## src/rtl/rom_arbiter.sv

```systemverilog
// Round-robin arbiter in front of a single synchronous ROM with fixed 1-cycle read latency.
// Define ROM_ARB_FIXED_PRIO_EN to swap round-robin for fixed priority (lowest index wins).
module rom_arbiter #(
  parameter int WIDTH = 8,
  parameter int DEPTH = 8,
  parameter int NREQ  = 4,
  localparam int AW   = $clog2(DEPTH),
  localparam int PW   = $clog2(NREQ)
) (
  input  logic                 clk,
  input  logic                 rst,
  input  logic [NREQ-1:0]      req_valid,
  input  logic [NREQ*AW-1:0]   req_addr,
  output logic [NREQ-1:0]      req_ready,
  output logic [NREQ-1:0]      rsp_valid,
  output logic [WIDTH-1:0]     rsp_data,
  output logic                 rom_en,
  output logic [AW-1:0]        rom_addr,
  input  logic [WIDTH-1:0]     rom_data
);

  logic          gnt_any;
  logic [PW-1:0] gnt_idx;
  logic          tag_vld_q, tag_vld_d;
  logic [PW-1:0] tag_idx_q, tag_idx_d;
  logic          rsp_any;

`ifndef ROM_ARB_FIXED_PRIO_EN
  logic [PW-1:0] ptr_q, ptr_d;
  logic [PW:0]   rr_sum;
  logic [PW-1:0] rr_idx;
`endif

  // Grant selection: reset suppresses any grant so nothing is accepted while rst is high.
  always_comb begin
    gnt_any = 1'b0;
    gnt_idx = '0;
`ifdef ROM_ARB_FIXED_PRIO_EN
    for (int k = NREQ - 1; k >= 0; k--) begin
      if (req_valid[k]) begin
        gnt_any = 1'b1;
        gnt_idx = PW'(k);
      end
    end
`else
    rr_sum = '0;
    rr_idx = '0;
    for (int k = 0; k < NREQ; k++) begin
      rr_sum = {1'b0, ptr_q} + (PW+1)'(k);
      if (rr_sum >= (PW+1)'(NREQ)) rr_sum = rr_sum - (PW+1)'(NREQ);
      rr_idx = rr_sum[PW-1:0];
      if (!gnt_any && req_valid[rr_idx]) begin
        gnt_any = 1'b1;
        gnt_idx = rr_idx;
      end
    end
`endif
    if (rst) gnt_any = 1'b0;
  end

  always_comb begin
    req_ready = gnt_any ? (NREQ'(1) << gnt_idx) : '0;
    rom_en    = gnt_any;
    rom_addr  = '0;
    for (int k = 0; k < NREQ; k++) begin
      if (gnt_any && gnt_idx == PW'(k)) rom_addr = req_addr[k*AW +: AW];
    end
  end

  always_comb begin
    tag_vld_d = gnt_any;
    tag_idx_d = gnt_any ? gnt_idx : tag_idx_q;
`ifndef ROM_ARB_FIXED_PRIO_EN
    ptr_d = ptr_q;
    if (gnt_any) ptr_d = (gnt_idx == PW'(NREQ - 1)) ? '0 : gnt_idx + PW'(1);
`endif
  end

  // Tag index is only meaningful while tag_vld_q is set, so it carries no reset.
  always_ff @(posedge clk) begin
    if (rst) begin
      tag_vld_q <= 1'b0;
`ifndef ROM_ARB_FIXED_PRIO_EN
      ptr_q     <= '0;
`endif
    end else begin
      tag_vld_q <= tag_vld_d;
`ifndef ROM_ARB_FIXED_PRIO_EN
      ptr_q     <= ptr_d;
`endif
    end
    tag_idx_q <= tag_idx_d;
  end

  // Response stage: a reset in the response cycle squashes the pulse.
  always_comb begin
    rsp_any   = tag_vld_q && !rst;
    rsp_valid = rsp_any ? (NREQ'(1) << tag_idx_q) : '0;
    rsp_data  = rsp_any ? rom_data : '0;
  end

endmodule

```

## config.mk

```make
export PLATFORM = sky130hd
export DESIGN_NAME = rom_arbiter
export DESIGN_NICKNAME = d
export VERILOG_FILES = /design/src/rtl/rom_arbiter.sv
export SDC_FILE = /design/constraint.sdc
export NUM_CORES = 1
export LEC_CHECK = 0
export CORE_AREA = 2 2 39 41
export CTS_BUF_LIST = sky130_fd_sc_hd__clkbuf_8
export DETAILED_ROUTE_END_ITERATION = 6
export DIE_AREA = 0 0 41 43
export DONT_BUFFER_PORTS = 1
export PLACE_DENSITY = 0.68
export SLEW_MARGIN = 25
export SYNTH_ARGS = -nofsm -noshare
export SYNTH_HDL_FRONTEND = slang
export SYNTH_SLANG_ARGS = --single-unit
```

## constraint.sdc

```tcl
create_clock -name clk -period 2 [get_ports clk]
set_input_delay 0.3 -clock clk [delete_from_list [all_inputs] [get_ports clk]]
set_output_delay 0.3 -clock clk [all_outputs]
set_load 0.02 [all_outputs]
```

Word level (Yosys, flattened, before mapping)
Index checks and enable logic that the tools add are counted.
Operators by class
  add/sub/neg operators: 8
  order comparisons: 8
  equality and inequality tests: 3
  shifts and indexed selects: 2
  mux-type cells: 29
  reductions and logical operators: 13
Operators by type and width (count)
  $mux 2: 9
  $lt 2x3->1 const B: 4
  $mux 3: 4
  $ge 3x3->1 const B: 3
  $mux 1: 9
  $bmux 1 s2: 4
  $logic_and 1x1->1: 8
  $mux 4: 2
  $mux 8: 1
  $shl 1x2->4 const A: 2
  $sub 2x1->2 const B: 4
  $add 2x2->3 const B: 2
  $eq 2x2->1 const B: 2
  $logic_not 1->1: 4
  $add 2x1->3 const B: 1
  $ge 2x3->1 const B: 1
  $add 2x1->2 const B: 1
  $eq 2x1->1 const B: 1
  $logic_not 2->1: 1
Word-level totals
  bits in registers: 5
  input port bits: 26
  output and inout bits: 20

Logic depth before layout (Yosys ltp)
Gate-level depths: netlist (run 1).
  depth after elaboration: 20
  mapped depth: 8

Worst setup path before layout (run 1)
OpenSTA, ideal clock, no wires.
  path kind: register -> output
  start: reg ptr_q[1]
  end: out rom_addr[0]
  arrival time: 2.032 ns
  required time: 1.700 ns
  setup slack: -0.332 ns
  stages on the path, launching flop included: 8
  buffers on the path: 1
  cells stage by stage: dfxtp_1 > buf_2 > mux2i_1 > nor2_1 > or3_1 > ha_1 > a221o_1 > a21oi_1
On the way
  longest elaborated chain between the ends: 20
  elaborated cells between the ends (all ways): 50
  classes of those cells: add/sub (7); order compare (4); eq/ne (3); mux (25); reduce/logical (11)
Ends and longest elaborated chain
  start: declaration: RTL line 29  | logic [PW-1:0] ptr_q, ptr_d;
  start signal: assignment: RTL line 89  | ptr_q <= ptr_d;
  parallel branches: the longest is 19 deep, another holds $add 2x1->3
  $mux 3 *: RTL line 66  | if (gnt_any && gnt_idx == PW'(k)) rom_addr = req_addr[k*AW +: AW];
  end: declaration: RTL line 18  | output logic [AW-1:0] rom_addr,
Mark *: on every way between the ends. The select of a mux whose other input is x is not followed.

Final worst setup path (run 1)
  start: reg ptr_q[1]
  end: out rom_addr[1]
The elaborated chain is that of the path after synthesis.

==> results.sh, run 1 <==
export IMPL_cts_sinks=5
export IMPL_path_cells="mux2i_1, nor2_2, or3_4, ha_4, a221o_1, a21oi_4"
export IMPL_setup_worst_path_start_class="flip-flop"
export IMPL_start_util_pct=39.2
export IMPL_fin_cells=92
export IMPL_syn_inst=68
export IMPL_fin_nets=107
export IMPL_clock_path_buffers=2
export IMPL_dieHeight_um=43
export IMPL_slew_headroom_pct=69.4
export IMPL_violations="negative setup slack"
export IMPL_power_density_mw_per_mm2=800
export IMPL_rsz0062_at_grt="true"
export IMPL_path_clk_slew_ns=0.04
export IMPL_clock_latency_ns=0.22
export IMPL_synth_seq_cells=5
export IMPL_worst_slew_pin_transition_ns=0.459
export IMPL_ys_types=27
export IMPL_ctsRootBufferMaster="clkbuf_8"
export IMPL_numCtsBuffers=3
export IMPL_drive_above_1_share_pct=39.5
export IMPL_detail_route_wl_per_cell_um=13.3
export IMPL_diodes=0
export IMPL_layout_commonest_cell="and2_1"
export IMPL_cts_tree="done"
export IMPL_crit_type="flip-flop to output port"
export IMPL_synthesis_nets=98
export IMPL_layout_common_cells="and2_1 (10), inv_1 (6), buf_4 (6), nand2_1 (5), a21oi_1 (5)"
export IMPL_crit_slowest_cell="dfxtp_4"
export IMPL_finalSetupViolations=3
export IMPL_irDropWorstVdd_mv=0.600
export IMPL_max_freq_mhz=433
export IMPL_drc=0
export IMPL_antenna_found_initial=0
export IMPL_gp_congestion=0.727
export IMPL_routed_via_density=5.65
export IMPL_vias=520
export IMPL_leakagePower_uw=0.000290
export IMPL_critPathArrivalTime_ns=2.01
export IMPL_grt_ovfl_total=0
export IMPL_io_buffers=0
export IMPL_dr_wl_met3_um=115
export IMPL_syn_avg_cell_area_um2=7.99
export IMPL_hold_class="primary input to flip-flop"
export IMPL_finalHoldViolCount=0
export IMPL_gr_usage_all_layers_pct=14.8
export IMPL_cp_required_ns=1.70
export IMPL_ant_nets=0
export IMPL_maxSlewViolCount=0
export IMPL_yosysWarnings=0
export IMPL_place_ws_ns=-0.0809
export IMPL_drv_cap=0
export IMPL_highest_layer="met3"
export IMPL_min_period_ns=2.31
export IMPL_dieArea_mm2=0.00176
export IMPL_syn2layout_area_growth_pct=35.5
export IMPL_grt_pass1_vias=457
export IMPL_grt_pass1_wl_um=1810
export IMPL_cts_hold_buf=0
export IMPL_core_area_mm2=0.00138
export IMPL_route_met2_wl_um=632
export IMPL_synth_area_um2=543
export IMPL_grt_max_degree=13
export IMPL_fin_ws_ns=-0.307
export IMPL_post_route_period_util_pct=115
export IMPL_drt_iter0_drc=10
export IMPL_critPathMaxFanout=6
export IMPL_ys_seq_area_share_pct=22.1
export IMPL_met1_length_um=473
export IMPL_slowest_delay_ns=0.36
export IMPL_io_pins=46
export IMPL_dp_cells=88
export IMPL_status="complete, but fails checks"
export IMPL_dieWidth_um=41
export IMPL_post_cts_setup_buffers=0
export IMPL_rows=14
export IMPL_clock_skew_ns=0.00285
export IMPL_end_kind="output port"
export IMPL_htreeDepth=1
export IMPL_dpl_hpwl_um=1060
export IMPL_drtPass1Iterations=3
export IMPL_wirelength_um=1220
state kept, by name, summed over array words and instances, names as in the netlist:
signal and count:
ptr_q 2, tag_idx_q 2, tag_vld_q 1
through the flow:
step           area, µm²  util (%)  TNS (ns)  total power [µW]  hold slack, ns
2_1_floorplan        614         -   -0.0862               356           0.365
3_3_place_gp         664      48.0    -0.147               396           0.373
3_5_place_dp         664      48.0    -0.226               400           0.368
4_1_cts              717      51.8    -0.951               584           0.141
5_1_grt              736      53.2     -1.15               631           0.138
6_report             736      53.2    -0.874               588           0.144
path summary, 6_finish.rpt:
kind                    startpoint                     to  slack (ns)  cells after the start
max          ptr_q[1]$_SDFFE_PP0P_            rom_addr[1]       -0.31                      6
min                            rst  ptr_q[1]$_SDFFE_PP0P_        0.14                      1
max reg2reg  ptr_q[1]$_SDFFE_PP0P_  ptr_q[1]$_SDFFE_PP0P_        0.49                      7
min reg2reg  ptr_q[1]$_SDFFE_PP0P_  ptr_q[1]$_SDFFE_PP0P_        0.67                      3
layout make-up:
class                   count  area [µm²]
fillers                   134         648
multi-input cells          55         475
flip-flops and latches      5         125
inverters                   6        25.0
clock buffers               3        41.3
repair buffers              6        45.0
well taps                  16        20.0
clock inverters             1        3.75
worst max-delay path: cells and delay by family, from the launching register on:
kind | cells | cell delay [ns]
AO/OA/AOI/OAI | 2 | 0.58
adder cells (fa/ha/maj) | 1 | 0.19
flip-flops | 1 | 0.36
multiplexers | 1 | 0.22
AND/OR/NAND/NOR | 2 | 0.44
Yosys cell counts:
| cell | n | area [µm²] |
|---|---|---|
| and2_1 | 11 | 68.8 |
| a21oi_1 | 10 | 50.1 |
| inv_1 | 5 | 18.8 |
| nand2_1 | 5 | 18.8 |
| ha_1 | 4 | 50.1 |
| a221o_1 | 3 | 30.0 |
| dfxtp_1 | 3 | 60.1 |
| nand3b_1 | 3 | 22.5 |
| nor2_1 | 3 | 11.3 |
| edfxtp_1 | 2 | 60.1 |
| mux2i_1 | 2 | 20.0 |
| nor3b_1 | 2 | 15.0 |
| and2_4 | 1 | 8.76 |
| and3_1 | 1 | 6.26 |
| and3b_1 | 1 | 8.76 |
| buf_2 | 1 | 5.00 |
| clkbuf_1 | 1 | 3.75 |
| inv_4 | 1 | 6.26 |
| nor2b_1 | 1 | 6.26 |
| nor3_1 | 1 | 5.00 |
| nor4_4 | 1 | 21.3 |
| o21a_1 | 1 | 7.51 |
| o22a_1 | 1 | 8.76 |
| o22ai_1 | 1 | 6.26 |
| o31a_1 | 1 | 8.76 |
| or2_4 | 1 | 8.76 |
| or3_1 | 1 | 6.26 |
where the power goes:
| part | leakage, µW | switching [µW] | total (µW) | internal (µW) |
|---|---|---|---|---|
| Clock | 0.0000269 | 47.4 | 179 | 131 |
| Combinational | 0.000218 | 149 | 272 | 123 |
| Sequential | 0.0000459 | 12.5 | 138 | 125 |
| Total | 0.000290 | 209 | 588 | 379 |
per-layer routing:
metal / vias to the layer above / global-route usage [%]
met5: - / 0
met4: 0 / 6.00
met3: 0 / 7.33
met2: 31 / 24.1
met1: 233 / 15.2
li1: 256 / -
kinds of logic (layout without fill, tap and decap cells):
family	after synthesis	count (layout)	share of synthesized area (%)
and+or+nand+nor	32	32	38.3
adders and majority gates	4	4	9.22
DFF	5	5	22.1
muxes	2	2	3.69
AOI/OAI and AO/OA	17	17	20.5
buffers and inverters	8	16	6.22
repair_timing:
action                                  4_1_cts  5_1_grt
resized for setup                             4        6
pin swaps                                     1        3
endpoints found under the setup margin        4        5
Note: power is estimated with default switching activity, not from simulation.
==> run 2, diff against run 1 <==
--- a/config.mk
+++ b/config.mk
@@ -11,6 +11,7 @@
 export DIE_AREA = 0 0 41 43
 export DONT_BUFFER_PORTS = 1
 export PLACE_DENSITY = 0.68
+export REMOVE_ABC_BUFFERS = 1
 export SLEW_MARGIN = 25
 export SYNTH_ARGS = -nofsm -noshare
 export SYNTH_HDL_FRONTEND = slang
==> run 2 against run 1 <==
Effect of this change: the run still ends with negative setup slack left; final cell count up 8.7%; clock skew down 0.0018 ns; combinational power up 21%; critical path type unchanged; clock power up 4%; via count up 9.0%; die area unchanged; hold slack worse by 0.0095 ns; first-iteration DRC count down 40%; design area up 11%; largest power group unchanged; sequential power about the same; sequential share of layout area down 1.8 points.
==> results.sh, run 2 (synthesized netlist as in run 1, its figures left out) <==
export IMPL_fillers=131
export IMPL_dpl_hpwl_um=992
export IMPL_status="complete, but fails checks"
export IMPL_dp_cells=95
export IMPL_wirelength_um=1360
export IMPL_whs_ns=0.135
export IMPL_maxSlewViolCount=0
export IMPL_clock_skew_ns=0.00101
export IMPL_grt_pass1_vias=503
export IMPL_dieHeight_um=43
export IMPL_timing_setup_tns_ns=-1.30
export IMPL_routed_via_density=5.67
export IMPL_cts_tree="done"
export IMPL_vias=567
export IMPL_syn2layout_area_growth_pct=50.2
export IMPL_post_route_period_util_pct=119
export IMPL_rsz0062_at_grt="true"
export IMPL_crit_type="flip-flop to output port"
export IMPL_regArea_um2=124
export IMPL_worst_slew_pin_transition_ns=0.468
export IMPL_finalSetupViolations=5
export IMPL_violations="negative setup slack"
export IMPL_layout_common_cells="buf_4 (10), and2_1 (9), inv_1 (6), a21oi_1 (6), nand2_1 (5)"
export IMPL_top_regs="ptr_q: 2 flops, tag_idx_q: 2 flops, tag_vld_q: 1 flops"
export IMPL_cp_required_ns=1.70
export IMPL_antenna_found_initial=0
export IMPL_setup_worst_path_start_class="flip-flop"
export IMPL_rows=14
export IMPL_drive_above_1_share_pct=44.0
export IMPL_ctsRootBufferMaster="clkbuf_8"
export IMPL_numCtsBuffers=3
export IMPL_slew_headroom_pct=68.7
export IMPL_end_kind="output port"
export IMPL_io_buffers=0
export IMPL_fin_ws_ns=-0.376
export IMPL_drtPass1Iterations=3
export IMPL_irDropWorstVdd_mv=0.548
export IMPL_detail_route_wl_per_cell_um=13.6
export IMPL_path_clk_slew_ns=0.04
export IMPL_drt_iter0_drc=6
export IMPL_io_pins=46
export IMPL_critPathLaunch="ptr_q[1]$_SDFFE_PP0P_"
export IMPL_power_density_mw_per_mm2=801
export IMPL_clock_latency_ns=0.22
export IMPL_clock_path_buffers=2
export IMPL_fin_cells=100
export IMPL_hold_class="primary input to flip-flop"
export IMPL_critPathMaxFanout=6
export IMPL_fin_nets=115
export IMPL_reg2reg_from="ptr_q[1]$_SDFFE_PP0P_"
export IMPL_gr_usage_all_layers_pct=16.2
export IMPL_multi_input_area_um2=482
export IMPL_dieArea_mm2=0.00176
export IMPL_ant_nets=0
export IMPL_cts_sinks=5
export IMPL_grt_pass1_wl_um=1870
export IMPL_place_ws_ns=-0.290
export IMPL_grt_ovfl_total=0
export IMPL_drc=0
export IMPL_min_period_ns=2.38
export IMPL_layout_commonest_cell="buf_4"
export IMPL_critPathArrivalTime_ns=2.08
export IMPL_max_freq_mhz=421
export IMPL_grt_max_degree=13
export IMPL_gp_congestion=0.663
export IMPL_holdCritStartpoint="rst"
export IMPL_finalHoldViolCount=0
export IMPL_diodes=0
export IMPL_start_util_pct=39.2
export IMPL_leakagePower_uw=0.000339
export IMPL_htreeDepth=1
export IMPL_total_power_uw=653
export IMPL_dieWidth_um=41
export IMPL_drv_cap=0
export IMPL_cts_hold_buf=0
export IMPL_core_area_mm2=0.00138
run 2: changes by cell type in the layout (fill, tap and decap cells not counted):
cell / delta
a21oi_1: +1
a21oi_2: +2
a21oi_4: -3
and2_1: -1
and2_2: +1
buf_4: +4
buf_6: +4
dfxtp_1: +1
dfxtp_2: -1
ha_1: -1
ha_2: -2
ha_4: +3
o22a_1: +1
o22a_2: -1
run 2: layer usage:
layer,track usage (%),vias up,routed length (µm)
li1,-,270,-
met2,25.6,35,754
met5,0,-,0
met1,16.1,260,462
met3,8.90,2,131
met4,8.00,0,8
run 2: path summary, 6_finish.rpt:
path | slack [ns] | depth (start not counted) | endpoint
worst min register to register | 0.56 | 2 | ptr_q[1]$_SDFFE_PP0P_
worst min-delay path | 0.13 | 1 | ptr_q[1]$_SDFFE_PP0P_
worst max register to register | 0.39 | 8 | ptr_q[1]$_SDFFE_PP0P_
worst max-delay path | -0.38 | 10 | rom_addr[2]
run 2: cell type report:
cell class                 count  share of cell area [%]
tap                           16                    2.45
clock buffer                   3                    5.06
multi-input combinational     55                    59.0
sequential                     5                    15.2
inverter                       6                    3.07
timing repair buffer          14                    14.7
clock inverter                 1                   0.460
run 2: worst max-delay path, stage by stage, from the launching register on:
cell,delay [ns]
dfxtp_4,0.36
buf_6,0.12
a21oi_2,0.10
o21a_1,0.16
o22a_1,0.22
ha_4,0.18
buf_6,0.10
a21oi_2,0.03
a221o_1,0.30
a21oi_2,0.14
buf_4,0.15
run 2: where the power goes:
group	internal, µW	switching (µW)
logic	169	159
clock network	132	54.7
registers	124	13.9
run 2: through the flow:
stage / instance area, µm² / util [%]
after detailed placement: 652 / 47.1
final: 816 / 59.0
after global placement: 652 / 47.1
after floorplan: 534 / -
after global routing: 816 / 59.0
after CTS: 781 / 56.4
run 2: timing repair:
item / CTS / global route
pin swaps: 9 / 9
resized for setup: 17 / 9
endpoints found under the setup margin: 7 / 7
gates cloned: 0 / 0
buffers inserted: 2 / 1
==> run 3, diff against run 2 <==
--- a/config.mk
+++ b/config.mk
@@ -10,6 +10,7 @@
 export DETAILED_ROUTE_END_ITERATION = 6
 export DIE_AREA = 0 0 41 43
 export DONT_BUFFER_PORTS = 1
+export GPL_TIMING_DRIVEN = 0
 export PLACE_DENSITY = 0.68
 export REMOVE_ABC_BUFFERS = 1
 export SLEW_MARGIN = 25
==> run 3 against run 2 <==
Effect of this change: the run still ends with negative setup slack left; clock-buffer cell count unchanged; combinational power is 19% lower; clock skew fell by 0.00067 ns; final cell count fell by 12%; die area unchanged; clock power about the same; critical path type unchanged; power shrank 9.5%.
==> results.sh, run 3 (synthesized netlist as in run 1, its figures left out) <==
export IMPL_status="complete, but fails checks"
export IMPL_violations="negative setup slack"
export IMPL_wirelength_um=1250
export IMPL_place_ws_ns=-0.500
export IMPL_grt_max_degree=13
export IMPL_htreeDepth=1
export IMPL_crit_path_end="rom_addr[0]"
export IMPL_vias=517
export IMPL_slew_headroom_pct=68.6
export IMPL_slowest_delay_ns=0.39
export IMPL_grt_pass1_wl_um=1700
export IMPL_timing_setup_tns_ns=-0.965
export IMPL_drc=0
export IMPL_critPathArrivalTime_ns=2.05
export IMPL_crit_type="flip-flop to output port"
export IMPL_layout_common_cells="and2_1 (10), a21oi_1 (6), nand2_1 (5), inv_1 (5)"
export IMPL_post_route_period_util_pct=118
export IMPL_whs_ns=0.141
export IMPL_drive_above_1_share_pct=36.1
export IMPL_dpl_hpwl_um=879
export IMPL_critPathMaxFanout=7
export IMPL_top_regs="ptr_q: 2 flops, tag_idx_q: 2 flops, tag_vld_q: 1 flops"
export IMPL_power_density_mw_per_mm2=825
export IMPL_antenna_found_initial=0
export IMPL_io_pins=46
export IMPL_cp_required_ns=1.70
export IMPL_path_cells="mux2i_1, nor2_2, or3_4, ha_4, a221o_1, a21oi_4"
export IMPL_setup_worst_path_start_class="flip-flop"
export IMPL_fin_nets=103
export IMPL_irDropWorstVdd_mv=0.511
export IMPL_gr_usage_all_layers_pct=13.9
export IMPL_ctsRootBufferMaster="clkbuf_8"
export IMPL_dieHeight_um=43
export IMPL_rows=14
export IMPL_dieArea_mm2=0.00176
export IMPL_detail_route_wl_per_cell_um=14.1
export IMPL_start_util_pct=39.2
export IMPL_end_kind="output port"
export IMPL_crit_slowest_cell="a221o_1"
export IMPL_reg2reg_from="ptr_q[1]$_SDFFE_PP0P_"
export IMPL_cts_sinks=5
export IMPL_routed_via_density=5.88
export IMPL_clock_path_buffers=2
export IMPL_grt_pass1_vias=429
export IMPL_drt_iter0_drc=7
export IMPL_leakagePower_uw=0.000271
export IMPL_clock_latency_ns=0.22
export IMPL_fin_ws_ns=-0.353
export IMPL_reg2regPathDepth=7
export IMPL_io_buffers=0
export IMPL_layout_commonest_cell="and2_1"
export IMPL_hold_class="primary input to flip-flop"
export IMPL_r2r_end="ptr_q[1]$_SDFFE_PP0P_"
export IMPL_worst_slew_pin_transition_ns=0.470
export IMPL_path_clk_slew_ns=0.04
export IMPL_regToRegSetupSlack_ns=0.53
export IMPL_drv_cap=0
export IMPL_critPathLaunch="ptr_q[1]$_SDFFE_PP0P_"
export IMPL_min_period_ns=2.35
export IMPL_finalSetupViolations=3
export IMPL_ant_nets=0
export IMPL_max_freq_mhz=425
export IMPL_maxSlewViolCount=0
export IMPL_dieWidth_um=41
export IMPL_rsz0062_at_grt="true"
export IMPL_core_area_mm2=0.00138
export IMPL_grt_ovfl_total=0
export IMPL_cts_tree="done"
export IMPL_diodes=0
export IMPL_fillers=139
export IMPL_finalHoldViolCount=0
export IMPL_gp_congestion=0.615
export IMPL_syn2layout_area_growth_pct=32.0
export IMPL_numCtsBuffers=3
export IMPL_clock_skew_ns=0.000335
export IMPL_drtPass1Iterations=4
run 3: cell types whose count changed in the layout (fill, tap and decap cells not counted), moves of 2 or more:
cell | before | now
a21oi_4 | 0 | 3
ha_4 | 4 | 2
buf_4 | 10 | 2
buf_6 | 4 | 0
a21oi_2 | 4 | 1
run 3: how the worst min path moves through the flow:
stage,start,end,slack (ns),cells after the start
final,rst,ptr_q[1]$_SDFFE_PP0P_,0.14,1
after global routing,rst,ptr_q[1]$_SDFFE_PP0P_,0.14,1
after CTS,rst,ptr_q[1]$_SDFFE_PP0P_,0.14,1
after detailed placement,rst,ptr_q[1]$_SDFFE_PP0P_,0.38,1
after global placement,rst,ptr_q[1]$_SDFFE_PP0P_,0.37,1
after floorplan,rst,ptr_q[1]$_SDFFE_PP0P_,0.37,1
run 3: report_power, final:
group          leakage, µW  switching, µW  total, µW  internal [µW]
clock            0.0000255           52.4        186            134
sequential       0.0000457           15.9        140            124
combinational     0.000200            149        265            115
run 3: per-layer routing:
layer  vias up  part of all wire, %  track usage (%)
met5         -                    0                0
met4         0                    0             4.00
met3         0                  9.6             5.24
met2        32                   54             24.1
met1       235                   37             14.5
li1        250                    -                -
run 3: metrics by stage:
stage	total power, µW	util (%)	instances	instance area [µm²]
after floorplan	305	-	66	534
after global placement	328	40.1	82	554
after detailed placement	331	40.1	82	554
after CTS	567	48.8	87	676
after global routing	626	51.8	88	717
final	591	51.8	88	717
run 3: area by class of cell:
class	count	area, µm²	area share (%)
inverters	6	25.0	3.49
repair buffers	2	15.0	2.09
well taps	16	20.0	2.79
flip-flops and latches	5	124	17.3
clock buffers	3	41.3	5.76
multi-input cells	55	487	67.9
clock inverters	1	5.00	0.698
run 3: repair_timing:
item / 4_1_cts / 5_1_grt
endpoints found under the setup margin: 7 / 8
pin swaps: 7 / 6
hold buffers: 0 / 0
setup buffers: 1 / 1
resized for setup: 14 / 9
run 3: critical path: cells and delay by family, from the launching register on:
family / cells / cell delay [ns]
AO/OA/AOI/OAI: 2 / 0.61
multiplexers: 1 / 0.22
adder cells (fa/ha/maj): 1 / 0.20
AND/OR/NAND/NOR: 2 / 0.43
flip-flops: 1 / 0.38
